[config.mk]
export PLATFORM = sky130hd
export DESIGN_NAME = reset_sequencer
export DESIGN_NICKNAME = d
export VERILOG_FILES = /design/src/rtl/reset_seq_pkg.sv /design/src/rtl/sync_debounce.sv /design/src/rtl/reset_sequencer.sv
export SDC_FILE = /design/constraint.sdc
export NUM_CORES = 1
export LEC_CHECK = 0
export CAP_MARGIN = 20
export CORE_MARGIN = 2
export CORE_UTILIZATION = 50
export DETAILED_ROUTE_END_ITERATION = 8
export GPL_TIMING_DRIVEN = 0
export PLACE_DENSITY = 0.73
export RECOVER_POWER = 100
export SLEW_MARGIN = 20
export SYNTH_ARGS = -nofsm -noshare
export SYNTH_HDL_FRONTEND = slang
export SYNTH_SLANG_ARGS = --single-unit
[constraint.sdc]
create_clock -name fpga_clk -period 2.5 [get_ports fpga_clk]
set_input_delay 0.25 -clock fpga_clk [delete_from_list [all_inputs] [get_ports fpga_clk]]
set_output_delay 0.25 -clock fpga_clk [all_outputs]
set_load 0.02 [all_outputs]
[src/rtl/reset_seq_pkg.sv]
// Shared types and helpers for the staggered reset sequencer.
// Latency: n/a (declarations only).
// Backpressure: n/a.
package reset_seq_pkg;

    // Sequencer phases: initial hold, staggered release, steady state.
    typedef enum logic [1:0] {
        ASSERT  = 2'd0,
        RELEASE = 2'd1,
        DONE    = 2'd2
    } seq_state_t;

    // Ceiling log2 for sizing index registers from elaboration constants.
    function automatic int clog2(input int value);
        int result;
        result = 0;
        for (int v = value - 1; v > 0; v = v >> 1) begin
            result = result + 1;
        end
        return result;
    endfunction

endpackage

[src/rtl/sync_debounce.sv]
// Synchronises the asynchronous reset request and debounces its rising side.
// Latency: req_db rises DEBOUNCE_CLKS+1 clocks after the first sampled high; falls 2 clocks after input low.
// Backpressure: none; level in, level out.
//
// Ports:
//   clk       - sampling clock
//   rst_n     - asynchronous active-low reset, clears all state
//   req_async - raw external reset request (active high, any timing)
//   req_db    - debounced request, registered
module sync_debounce #(
    parameter int DEBOUNCE_CLKS = 4
) (
    input  logic clk,
    input  logic rst_n,
    input  logic req_async,
    output logic req_db
);

    if (DEBOUNCE_CLKS < 1 || DEBOUNCE_CLKS > 255) begin : g_bad_debounce
        $error("sync_debounce: DEBOUNCE_CLKS must be 1..255");
    end

    localparam logic [7:0] DEB_LAST = 8'(DEBOUNCE_CLKS - 1);
    localparam logic [7:0] DEB_ONE  = 8'd1;

    logic       meta;
    logic       sync;
    logic [7:0] deb_cnt;

    // Assertion is debounced; release is taken on the first low sample so a
    // restarted sequence is not delayed any further than necessary.
    always_ff @(posedge clk or negedge rst_n) begin
        if (!rst_n) begin
            meta    <= 1'b0;
            sync    <= 1'b0;
            deb_cnt <= '0;
            req_db  <= 1'b0;
        end else begin
            meta <= req_async;
            sync <= meta;
            if (!sync) begin
                deb_cnt <= '0;
                req_db  <= 1'b0;
            end else if (deb_cnt == DEB_LAST) begin
                req_db  <= 1'b1;
            end else begin
                deb_cnt <= deb_cnt + DEB_ONE;
            end
        end
    end

endmodule

[src/rtl/reset_sequencer.sv]
// Power-on reset generator: holds N channels in reset, then releases them in staggered order.
// Latency: channel k releases at edge CLKS_PER_RESET+1+k*CLKS_BETWEEN after reset_n or request release.
// Backpressure: none; a debounced reset_req restarts the sequence from any state.
//
// Ports:
//   fpga_clk  - system clock
//   reset_n   - asynchronous active-low reset
//   reset_req - asynchronous active-high restart request
//   reset_out - per-channel reset, polarity per ACTIVE_LOW_MASK, driven straight from flops
//   seq_done  - every channel released
//   busy      - inverse of seq_done
module reset_sequencer
    import reset_seq_pkg::*;
#(
    parameter int                      NUM_CHANNELS    = 4,
    parameter int                      CNT_WIDTH       = 16,
    parameter int                      CLKS_PER_RESET  = 16,
    parameter int                      CLKS_BETWEEN    = 8,
    parameter logic [NUM_CHANNELS-1:0] ACTIVE_LOW_MASK = {NUM_CHANNELS{1'b1}},
    parameter int                      DEBOUNCE_CLKS   = 4
) (
    input  logic                    fpga_clk,
    input  logic                    reset_n,
    input  logic                    reset_req,
    output logic [NUM_CHANNELS-1:0] reset_out,
    output logic                    seq_done,
    output logic                    busy
);

    if (NUM_CHANNELS < 1 || NUM_CHANNELS > 16) begin : g_bad_channels
        $error("reset_sequencer: NUM_CHANNELS must be 1..16");
    end
    if (CLKS_PER_RESET < 0 || (CLKS_PER_RESET >> CNT_WIDTH) != 0) begin : g_bad_hold
        $error("reset_sequencer: CLKS_PER_RESET does not fit in CNT_WIDTH");
    end
    if (CLKS_BETWEEN < 0 || (CLKS_BETWEEN >> CNT_WIDTH) != 0) begin : g_bad_gap
        $error("reset_sequencer: CLKS_BETWEEN does not fit in CNT_WIDTH");
    end

    localparam int                   IDX_W    = (NUM_CHANNELS > 1) ? clog2(NUM_CHANNELS) : 1;
    localparam logic [IDX_W-1:0]     LAST_IDX = IDX_W'(NUM_CHANNELS - 1);
    localparam logic [IDX_W-1:0]     IDX_ONE  = IDX_W'(1);
    localparam logic [CNT_WIDTH-1:0] HOLD_CNT = CNT_WIDTH'(CLKS_PER_RESET);
    localparam logic [CNT_WIDTH-1:0] GAP_CNT  = CNT_WIDTH'(CLKS_BETWEEN);
    localparam logic [CNT_WIDTH-1:0] CNT_ONE  = CNT_WIDTH'(1);
    // With a single channel or no gap, everything leaves reset on one edge.
    localparam bit RELEASE_ALL = (NUM_CHANNELS == 1) || (CLKS_BETWEEN == 0);

    logic                    req_db;
    seq_state_t              state_q, state_d;
    logic [CNT_WIDTH-1:0]    cnt_q, cnt_d;
    logic [IDX_W-1:0]        idx_q, idx_d;
    logic [NUM_CHANNELS-1:0] hold_q, hold_d;
    logic                    done_d;

    sync_debounce #(
        .DEBOUNCE_CLKS(DEBOUNCE_CLKS)
    ) u_sync_debounce (
        .clk      (fpga_clk),
        .rst_n    (reset_n),
        .req_async(reset_req),
        .req_db   (req_db)
    );

    // State and registered outputs.
    always_ff @(posedge fpga_clk or negedge reset_n) begin
        if (!reset_n) begin
            state_q   <= ASSERT;
            cnt_q     <= '0;
            idx_q     <= '0;
            hold_q    <= '1;
            reset_out <= ~ACTIVE_LOW_MASK;
            seq_done  <= 1'b0;
            busy      <= 1'b1;
        end else begin
            state_q   <= state_d;
            cnt_q     <= cnt_d;
            idx_q     <= idx_d;
            hold_q    <= hold_d;
            reset_out <= hold_d ^ ACTIVE_LOW_MASK;
            seq_done  <= done_d;
            busy      <= ~done_d;
        end
    end

    // Next state.
    always_comb begin
        state_d = state_q;
        if (req_db) begin
            state_d = ASSERT;
        end else begin
            case (state_q)
                ASSERT: begin
                    if (cnt_q == HOLD_CNT) begin
                        state_d = RELEASE_ALL ? DONE : RELEASE;
                    end
                end
                RELEASE: begin
                    if (cnt_q == GAP_CNT && idx_q == LAST_IDX) begin
                        state_d = DONE;
                    end
                end
                DONE:    state_d = DONE;
                default: state_d = ASSERT;
            endcase
        end
    end

    // Counter, channel index, hold vector and completion flag.
    // After each staggered release the counter restarts at 1: the release
    // edge itself is the first clock of the next interval, which spaces
    // consecutive releases exactly CLKS_BETWEEN edges apart.
    always_comb begin
        cnt_d  = cnt_q;
        idx_d  = idx_q;
        hold_d = hold_q;
        done_d = seq_done;
        if (req_db) begin
            cnt_d  = '0;
            idx_d  = '0;
            hold_d = '1;
            done_d = 1'b0;
        end else begin
            case (state_q)
                ASSERT: begin
                    if (cnt_q == HOLD_CNT) begin
                        if (RELEASE_ALL) begin
                            hold_d = '0;
                            cnt_d  = '0;
                            done_d = 1'b1;
                        end else begin
                            hold_d[0] = 1'b0;
                            cnt_d     = CNT_ONE;
                            idx_d     = IDX_ONE;
                        end
                    end else begin
                        cnt_d = cnt_q + CNT_ONE;
                    end
                end
                RELEASE: begin
                    if (cnt_q == GAP_CNT) begin
                        hold_d[idx_q] = 1'b0;
                        cnt_d         = CNT_ONE;
                        idx_d         = idx_q + IDX_ONE;
                        if (idx_q == LAST_IDX) begin
                            done_d = 1'b1;
                        end
                    end else begin
                        cnt_d = cnt_q + CNT_ONE;
                    end
                end
                default: ;
            endcase
        end
    end

endmodule

==> impl_metrics.py, run 1 <==
metrics = {
    "hold_path": {
        "min_path_type": "flop to flop",
        "hold_depth": 0,
        "hp-start": "u_sync_debounce.meta",
        "hold_path_end": "u_sync_debounce.sync",
    },
    "synthesis": {
        "synth_warnings": 0,
        "synth_top_cell_area_share_pct": 41.67,
        "synthDistinctLibCells": 49,
        "syn-num-nets": 232,
        "ys_seq_area_share_pct": 47.74,
        "ys_seq_elements": 41,
        "synthCells": 219,
        "synth_area_sq_um": 2162,
        "synth_flop_cell": "dfrtp_1",
        "ys_top_cells_by_area": "dfrtp_1, dfstp_2, ha_1",
        "synth_top_area_cell": "dfrtp_1",
        "synthArstFlopShare_pct": 100.0,
        "synth_edf_count": 0,
        "syn_avg_cell_area_sq_um": 9.872,
    },
    "critical_path": {
        "worstSetupPathType": "flop to flop",
        "critPathLaunchType": "flop",
        "regToRegSetupSlack_ns": 0.50,
        "timing.rr.start": "state_q[1]",
        "cp.required_ns": 2.66,
        "r2r_cells": 7,
        "cp_data_arrival_time_ns": 2.16,
        "cp-end-kind": "flop",
        "r2r_end": "cnt_q[15]",
        "cp_max_fo": 10,
    },
    "timing": {
        "finalClockSkew_ns": 0.006730,
        "finalSetupTns_ns": 0,
        "max_freq_mhz": 499.9,
        "drv_slew": 0,
        "worst_slack_ns": 0.4996,
        "hold_viol_final": 0,
        "fin_crit_ns": 2.000,
        "max_slew.worst_pin.slew_ns": 1.014,
        "rsz0062_at_grt": "false",
        "setup_viol_count_final": 0,
        "slew_headroom_pct": 32.40,
        "post-route-period-util_pct": 80.02,
        "hold_ws_ns": 0.3537,
    },
    "pwr": {
        "p_total_mw": 2.310,
        "switching_power_uw": 829.7,
        "ir_drop_mv": 0.4279,
        "powerDensity_nw_per_um2": 954.1,
        "p_leak_nw": 1.067,
        "netSwitchingFraction_pct": 35.92,
        "power_frac_seq_pct": 39.9,
        "p_int_mw": 1.480,
        "power.share.combinational_pct": 36.3,
        "clockPowerShare_pct": 23.8,
    },
    "clock_network": {
        "clock-sinks": 41,
        "htree_levels": 2,
        "cts_buffer_depth": 2,
        "ctsResizeCount": 0,
        "clk_pin_slew_worst_paths_ns": 0.08,
        "worstSkewPairLatency_ns": 0.29,
        "cts_root_buf": "clkbuf_8",
        "cts_tree": "built",
        "cts_buffers": 5,
    },
    "floorplanning": {
        "rows": 23,
        "start_util_pct": 52.91,
        "pin_count": 9,
        "die_h_um": 69.76,
        "die-width_um": 69.76,
        "dieArea_sq_um": 4866,
        "core-area_sq_um": 4086,
    },
    "route": {
        "drc": 0,
        "postRouteAntennaNets": 0,
        "vias_per_cell": 5.672,
        "wl_um": 4074,
        "first_pass_iters": 5,
        "vias": 1628,
        "dr.first_iter.drc_count": 88,
        "routedWlPerCell_um": 14.20,
    },
    "outcome": {
        "status": "completed",
    },
    "global_route": {
        "grt_usage_pct": 18.49,
        "grt_pass1_wl_um": 7307,
        "gr-total-overflow": 0,
        "antenna_found_initial": 0,
        "grt_max_degree": 23,
        "grt_pass1_vias": 1631,
    },
    "placement": {
        "port_buffers": 8,
        "place_inst": 278,
        "place_ws_ns": 0.6513,
        "dp_hpwl_um": 2895,
        "gp_congestion": 0.7667,
        "placed_area_sq_um": 2327,
    },
    "finish": {
        "final_nets": 249,
        "num-fill-cells": 374,
        "area_growth_pct": 11.98,
        "drive_gt1_share_pct": 10.97,
        "diodes": 0,
        "final_util_pct": 59.25,
        "fin_area_sq_um": 2421,
        "layoutNonFillerInstCount": 287,
    },
    "flow_run": {
        "drv_cap": 0,
    },
}
==> flip-flops by register name, summed over array words and instances (netlist names) <==
| signal | cells |
|---|---|
| reset_out | 4 |
| u_sync_debounce.meta | 1 |
| hold_q | 4 |
| idx_q | 2 |
| u_sync_debounce.sync | 1 |
| cnt_q | 16 |
| u_sync_debounce.deb_cnt | 8 |
| u_sync_debounce.req_db | 1 |
| busy | 1 |
| state_q | 2 |
| seq_done | 1 |
==> how the worst max path moves through the flow <==
stage / startpoint / endpoint / depth (start not counted)
2_1_floorplan: state_q[0] / cnt_q[13] / 6
3_3_place_gp: reset_n / cnt_q[1] / 1
3_5_place_dp: state_q[1] / cnt_q[10] / 8
4_1_cts: state_q[1] / cnt_q[10] / 8
5_1_grt: state_q[1] / cnt_q[14] / 7
6_report: state_q[1] / cnt_q[15] / 7
==> kinds of logic after synthesis <==
kind of cell | synth area share, %
muxes | 1.447
DFF | 47.74
and+or+nand+nor | 24.48
AOI/OAI and AO/OA | 11.46
buffers and inverters | 3.819
adders and majority gates | 5.787
xor gates and xnor gates | 5.266
==> Yosys cell counts (2+ instances only) <==
cell type	count
a211oi_1	2
a21o_1	4
a21oi_1	10
a2bb2oi_1	2
a31o_2	3
a31oi_1	2
and2_1	6
and3_1	3
buf_2	3
clkbuf_1	4
dfrtp_1	36
dfstp_2	5
ha_1	10
inv_1	11
mux2i_1	2
nand2_1	19
nand3_1	13
nand3b_1	2
nand4_1	5
nor2_1	16
nor2b_1	3
nor3_1	6
nor3b_1	3
nor4_1	4
nor4_2	2
o211ai_1	2
o21ai_0	3
o22ai_1	3
o311ai_1	2
or2_2	2
or3_1	2
xnor2_1	10
xor2_1	3
==> worst max-delay path: stages (launching register included) <==
cell and delay [ns]:
dfrtp_1 0.36, inv_1 0.11, ha_1 0.15, buf_2 0.18
nor2_1 0.14, nor4b_1 0.61, a31o_2 0.25, a21oi_1 0.06
==> cell type report <==
class,instances,area [sq um],share of cell area [%]
multi-input combinational,158,1039,42.89
sequential,41,1032,42.64
timing repair buffer,10,88.84,3.669
clock buffer,7,86.33,3.566
tap,50,62.56,2.584
inverter,12,45.04,1.860
buffer,8,37.54,1.550
clock inverter,1,30.03,1.240
==> power by group through the flow <==
stage | Sequential [mW] | Combinational (mW) | Clock (mW)
after floorplan | 0.939 | 0.622 | 0
after global placement | 0.929 | 0.846 | 0
after detailed placement | 0.933 | 0.867 | 0
after CTS | 0.921 | 0.871 | 0.556
after global routing | 0.940 | 0.952 | 0.583
final | 0.921 | 0.839 | 0.550
==> layout by cell type, fill, tap and decap left out, drive strengths merged, types with 2 or more instances in the layout <==
master       instances
dfrtp               36
nand2               19
nor2                17
nand3               13
clkbuf              13
inv                 11
a21oi               10
xnor2               10
ha                  10
dlygate4sd3          8
nor3                 6
and2                 6
nand4                6
nor4                 6
dfstp                5
a21o                 4
buf                  4
o21ai                4
nor2b                3
o22ai                3
nor3b                3
a31o                 3
and3                 3
xor2                 3
nand3b               2
a211oi               2
o211ai               2
or3                  2
a31oi                2
or2                  2
a2bb2oi              2
o311ai               2
nor4b                2
mux2i                2
==> per-layer routing <==
metal	global-route usage (%)	vias to the layer above	routed length, um
met5	0	-	0
met4	5.769	0	55
met3	3.924	7	123
met2	31.32	27	1907
met1	23.61	782	1987
li1	-	812	-
==> timing repair <==
action	CTS	global route
buffers inserted	0	0
hold buffers	1	0
endpoints found under the hold margin	14	0
(Power assumes the default switching activity.)
==> run 2, diff against run 1 <==
==> constraint.sdc (replaced) <==
create_clock -name fpga_clk -period 1.86 [get_ports fpga_clk]
set_input_delay 0.186 -clock fpga_clk [delete_from_list [all_inputs] [get_ports fpga_clk]]
set_output_delay 0.186 -clock fpga_clk [all_outputs]
set_load 0.02 [all_outputs]
==> impl_metrics.py, run 2 (synthesized netlist as in run 1, its figures left out) <==
metrics = {
    "timing": {
        "drv_slew": 0,
        "max_slew.worst_pin.slew_ns": 1.149,
        "setup_viol_count_final": 0,
        "slew_headroom_pct": 23.43,
        "post-route-period-util_pct": 95.50,
        "hold_viol_final": 0,
        "max_freq_mhz": 563.0,
        "fin_crit_ns": 1.776,
        "finalClockSkew_ns": 0.005007,
        "rsz0062_at_grt": "true",
        "hold_ws_ns": 0.3535,
        "worst_slack_ns": 0.08366,
    },
    "placement": {
        "dp_hpwl_um": 2895,
        "place_inst": 278,
        "gp_congestion": 0.7667,
        "place_ws_ns": 0.01130,
        "port_buffers": 8,
    },
    "route": {
        "wl_um": 4151,
        "postRouteAntennaNets": 0,
        "first_pass_iters": 4,
        "routedWlPerCell_um": 14.46,
        "vias": 1635,
        "vias_per_cell": 5.697,
        "drc": 0,
        "dr.first_iter.drc_count": 80,
    },
    "global_route": {
        "grt_use_met3_pct": 3.924,
        "antenna_found_initial": 0,
        "grt_pass1_wl_um": 7307,
        "gr-total-overflow": 0,
        "busiest_layer": "met2",
        "grt_usage_pct": 18.49,
        "grt.met2_usage_pct": 31.32,
        "grt_pass1_vias": 1631,
        "grt_max_degree": 23,
        "gr-usage-met1_pct": 23.61,
    },
    "hold_path": {
        "hold_path_end": "u_sync_debounce.sync",
        "hold_depth": 0,
        "hp-start": "u_sync_debounce.meta",
        "min_path_type": "flop to flop",
    },
    "critical_path": {
        "r2r_cells": 7,
        "critPathLaunchType": "flop",
        "cp_data_arrival_time_ns": 1.96,
        "cp-end-kind": "flop",
        "timing.rr.start": "state_q[1]",
        "cp.required_ns": 2.04,
        "cp_max_fo": 10,
        "worstSetupPathType": "flop to flop",
        "regToRegSetupSlack_ns": 0.08,
        "r2r_end": "cnt_q[12]",
    },
    "clock_network": {
        "htree_levels": 2,
        "cts_buffer_depth": 2,
        "cts_buffers": 5,
        "cts_root_buf": "clkbuf_8",
        "clock-sinks": 41,
        "worstSkewPairLatency_ns": 0.29,
        "clk_pin_slew_worst_paths_ns": 0.08,
        "cts_tree": "built",
    },
    "floorplanning": {
        "die-width_um": 69.76,
        "core-area_sq_um": 4086,
        "start_util_pct": 52.91,
        "pin_count": 9,
        "die_h_um": 69.76,
        "dieArea_sq_um": 4866,
        "rows": 23,
    },
    "finish": {
        "area_growth_pct": 14.76,
        "diodes": 0,
        "drive_gt1_share_pct": 13.08,
        "final_nets": 249,
        "largest_register_ff_count": 16,
        "layoutNonFillerInstCount": 287,
        "layout_commonest_cell": "dfrtp_1",
        "top_regs": "cnt_q: 16 flops, u_sync_debounce.deb_cnt: 8 flops",
        "final_util_pct": 60.72,
        "layout_common_cells": "dfrtp_1, nand2_1, nor2_1",
        "regMostFlops": "cnt_q",
    },
    "flow_run": {
        "drv_cap": 0,
    },
    "pwr": {
        "p_total_mw": 3.184,
        "powerDensity_nw_per_um2": 1283,
        "p_leak_nw": 1.082,
        "ir_drop_mv": 0.5814,
    },
    "outcome": {
        "status": "completed",
    },
}
-- run 2: cell counts in the layout (fill, tap and decap cells not counted) --
Identical to the previous run, type by type.
-- run 2: worst max-delay path, stage by stage (launching register included) --
cell	delay [ns]
dfrtp_1	0.36
inv_1	0.12
ha_1	0.16
clkbuf_4	0.19
nor2_4	0.08
nor3_1	0.40
a21oi_1	0.13
a31o_2	0.22
-- run 2: worst max path at each step --
stage,startpoint,endpoint,slack (ns)
floorplan,state_q[0],cnt_q[13],0.20
global placement,reset_n,cnt_q[1],-0.42
detailed placement,state_q[1],cnt_q[10],0.01
CTS,state_q[1],cnt_q[9],0.01
global route,state_q[1],cnt_q[12],-0.03
finish,state_q[1],cnt_q[12],0.08
-- run 2: layout make-up --
class                           instances  area [sq um]
Buffer                                  7         38.79
Clock buffer                            7         86.33
Clock inverter                          1         30.03
Fill cell                             366          1605
Inverter                               12         45.04
Multi-Input combinational cell        158          1070
Sequential cell                        41          1032
Tap cell                               50         62.56
Timing Repair Buffer                   11         116.4
-- run 2: through the flow --
stage	cell area [sq um]	setup TNS, ns
floorplan	2162	0
CTS	2460	0
global placement	2305	-15.06
global route	2481	-0.07940
finish	2481	0
detailed placement	2327	0
-- run 2: metal layers --
| layer | vias up | share of wire [%] |
|---|---|---|
| met5 | - | 0 |
| met4 | 0 | 1.2 |
| met3 | 4 | 3.8 |
| met2 | 35 | 48 |
| met1 | 786 | 46 |
| li1 | 810 | - |
-- run 2: power by group --
group,total (mW),internal [mW],leakage [nW],switching (mW)
clock network,0.734,0.437,0.0585,0.297
logic,1.21,0.501,0.495,0.713
registers,1.24,1.09,0.528,0.142
total,3.18,2.03,1.08,1.15
-- run 2: what timing repair did --
item | in CTS | in global routing
resized for setup | 1 | 7
endpoints found under the setup margin | 1 | 12
endpoints found under the hold margin | 14 | 0
hold buffers | 1 | 0
setup buffers | 0 | 1
==> run 3, diff against run 2 <==
--- a/config.mk
+++ b/config.mk
@@ -5,6 +5,7 @@
 export SDC_FILE = /design/constraint.sdc
 export NUM_CORES = 1
 export LEC_CHECK = 0
+export ABC_CLOCK_PERIOD_IN_PS = 1860
 export CAP_MARGIN = 20
 export CORE_MARGIN = 2
 export CORE_UTILIZATION = 50
==> results of run 3 <==
Same layout as run 2: the final DEF is identical, and so are final timing and power.
==> variant: new RTL, flow settings as in run 1 <==
Set the parameter `CNT_WIDTH` to 20 (it was 16).
--- a/src/rtl/reset_sequencer.sv
+++ b/src/rtl/reset_sequencer.sv
@@ -13,7 +13,7 @@
     import reset_seq_pkg::*;
 #(
     parameter int                      NUM_CHANNELS    = 4,
-    parameter int                      CNT_WIDTH       = 16,
+    parameter int                      CNT_WIDTH       = 20,
     parameter int                      CLKS_PER_RESET  = 16,
     parameter int                      CLKS_BETWEEN    = 8,
     parameter logic [NUM_CHANNELS-1:0] ACTIVE_LOW_MASK = {NUM_CHANNELS{1'b1}},
Function: no difference found for any inputs over 10 cycles, from zero or initial values and one cycle with reset_n low; that may be too few to reach the edited logic, so the function may still have changed.
==> variant against run 1 <==
Cell area grew 8.8%; count of clock-buffer cells in the layout shrank 2; synthesized cell count grew 2.3%; synthesized area grew 8.7%; sequential power grew 4.3%; worst hold slack lost 1.1 ps; routed wire length is essentially flat; global-route usage shrank 0.75 points; sequential cell count grew 4; setup slack lost 230 ps; total power grew 1.8%.
==> variant: results <==
export IMPL_status="completed"
export IMPL_viasPerCell=5.53
export IMPL_dr_pass1_iters=4
export IMPL_combPwrFrac=0.321
export IMPL_netlist_top_cells_count="40 x dfrtp_1, 21 x nor2_1, 19 x nand2_1, 12 x xor2_1, 11 x nand3_1"
export IMPL_grtUsageMet1=0.238
export IMPL_dp_cells=285
export IMPL_dpl_hpwl_um=2970
export IMPL_m1WireLength_um=1980
export IMPL_yosysSeqAreaShare=0.482
export IMPL_rr_worst_depth=9
export IMPL_clkPwrFrac=0.271
export IMPL_largestRegisters="cnt_q (20), u_sync_debounce.deb_cnt (8)"
export IMPL_muxShareOfSynthArea=0.0218
export IMPL_synth_area_per_cell_um2=10.5
export IMPL_finClkSkew_ps=5.84
export IMPL_synth_compound_area_share=0.0815
export IMPL_met2_length_um=1910
export IMPL_drt_first_iter_violations=76
export IMPL_wl_met3_um=139
export IMPL_grt_use_total=0.177
export IMPL_nets=254
export IMPL_cellPowerDensity_nw_per_um2=893
export IMPL_pre_cts_ws_ps=228
export IMPL_min_period_over_period=0.893
## variant: area by class of cell
cell class                 instances  area, µm²
multi-input combinational        162       1150
sequential                        45       1130
buffer                             7       30.0
fill                             386       1810
timing repair buffer              10       88.8
inverter                          10       37.5
clock inverter                     3       65.1
tap                               52       65.1
clock buffer                       5       68.8
## variant: critical path: stages, from the launching register on
cell      delay (ps)
dfrtp_1          380
inv_1             90
ha_1             140
clkbuf_1         340
and3b_1          260
nor2_1            80
nor4_4           190
clkbuf_2         280
nor4_1            80
a211o_1          280
## variant: kinds of logic (layout without fill, tap and decap cells)
logic type,Yosys count,in the layout
AOI/OAI and AO/OA,26,26
and+or+nand+nor,102,102
buffers and inverters,17,35
xor gates and xnor gates,19,19
muxes,5,5
DFF,45,45
adders and majority gates,10,10
## variant: what timing repair did
action | CTS | global route
endpoints found under the hold margin | 18 | 0
setup endpoints to repair | 0 | 10
resized for setup | 0 | 1
hold buffers | 1 | 0
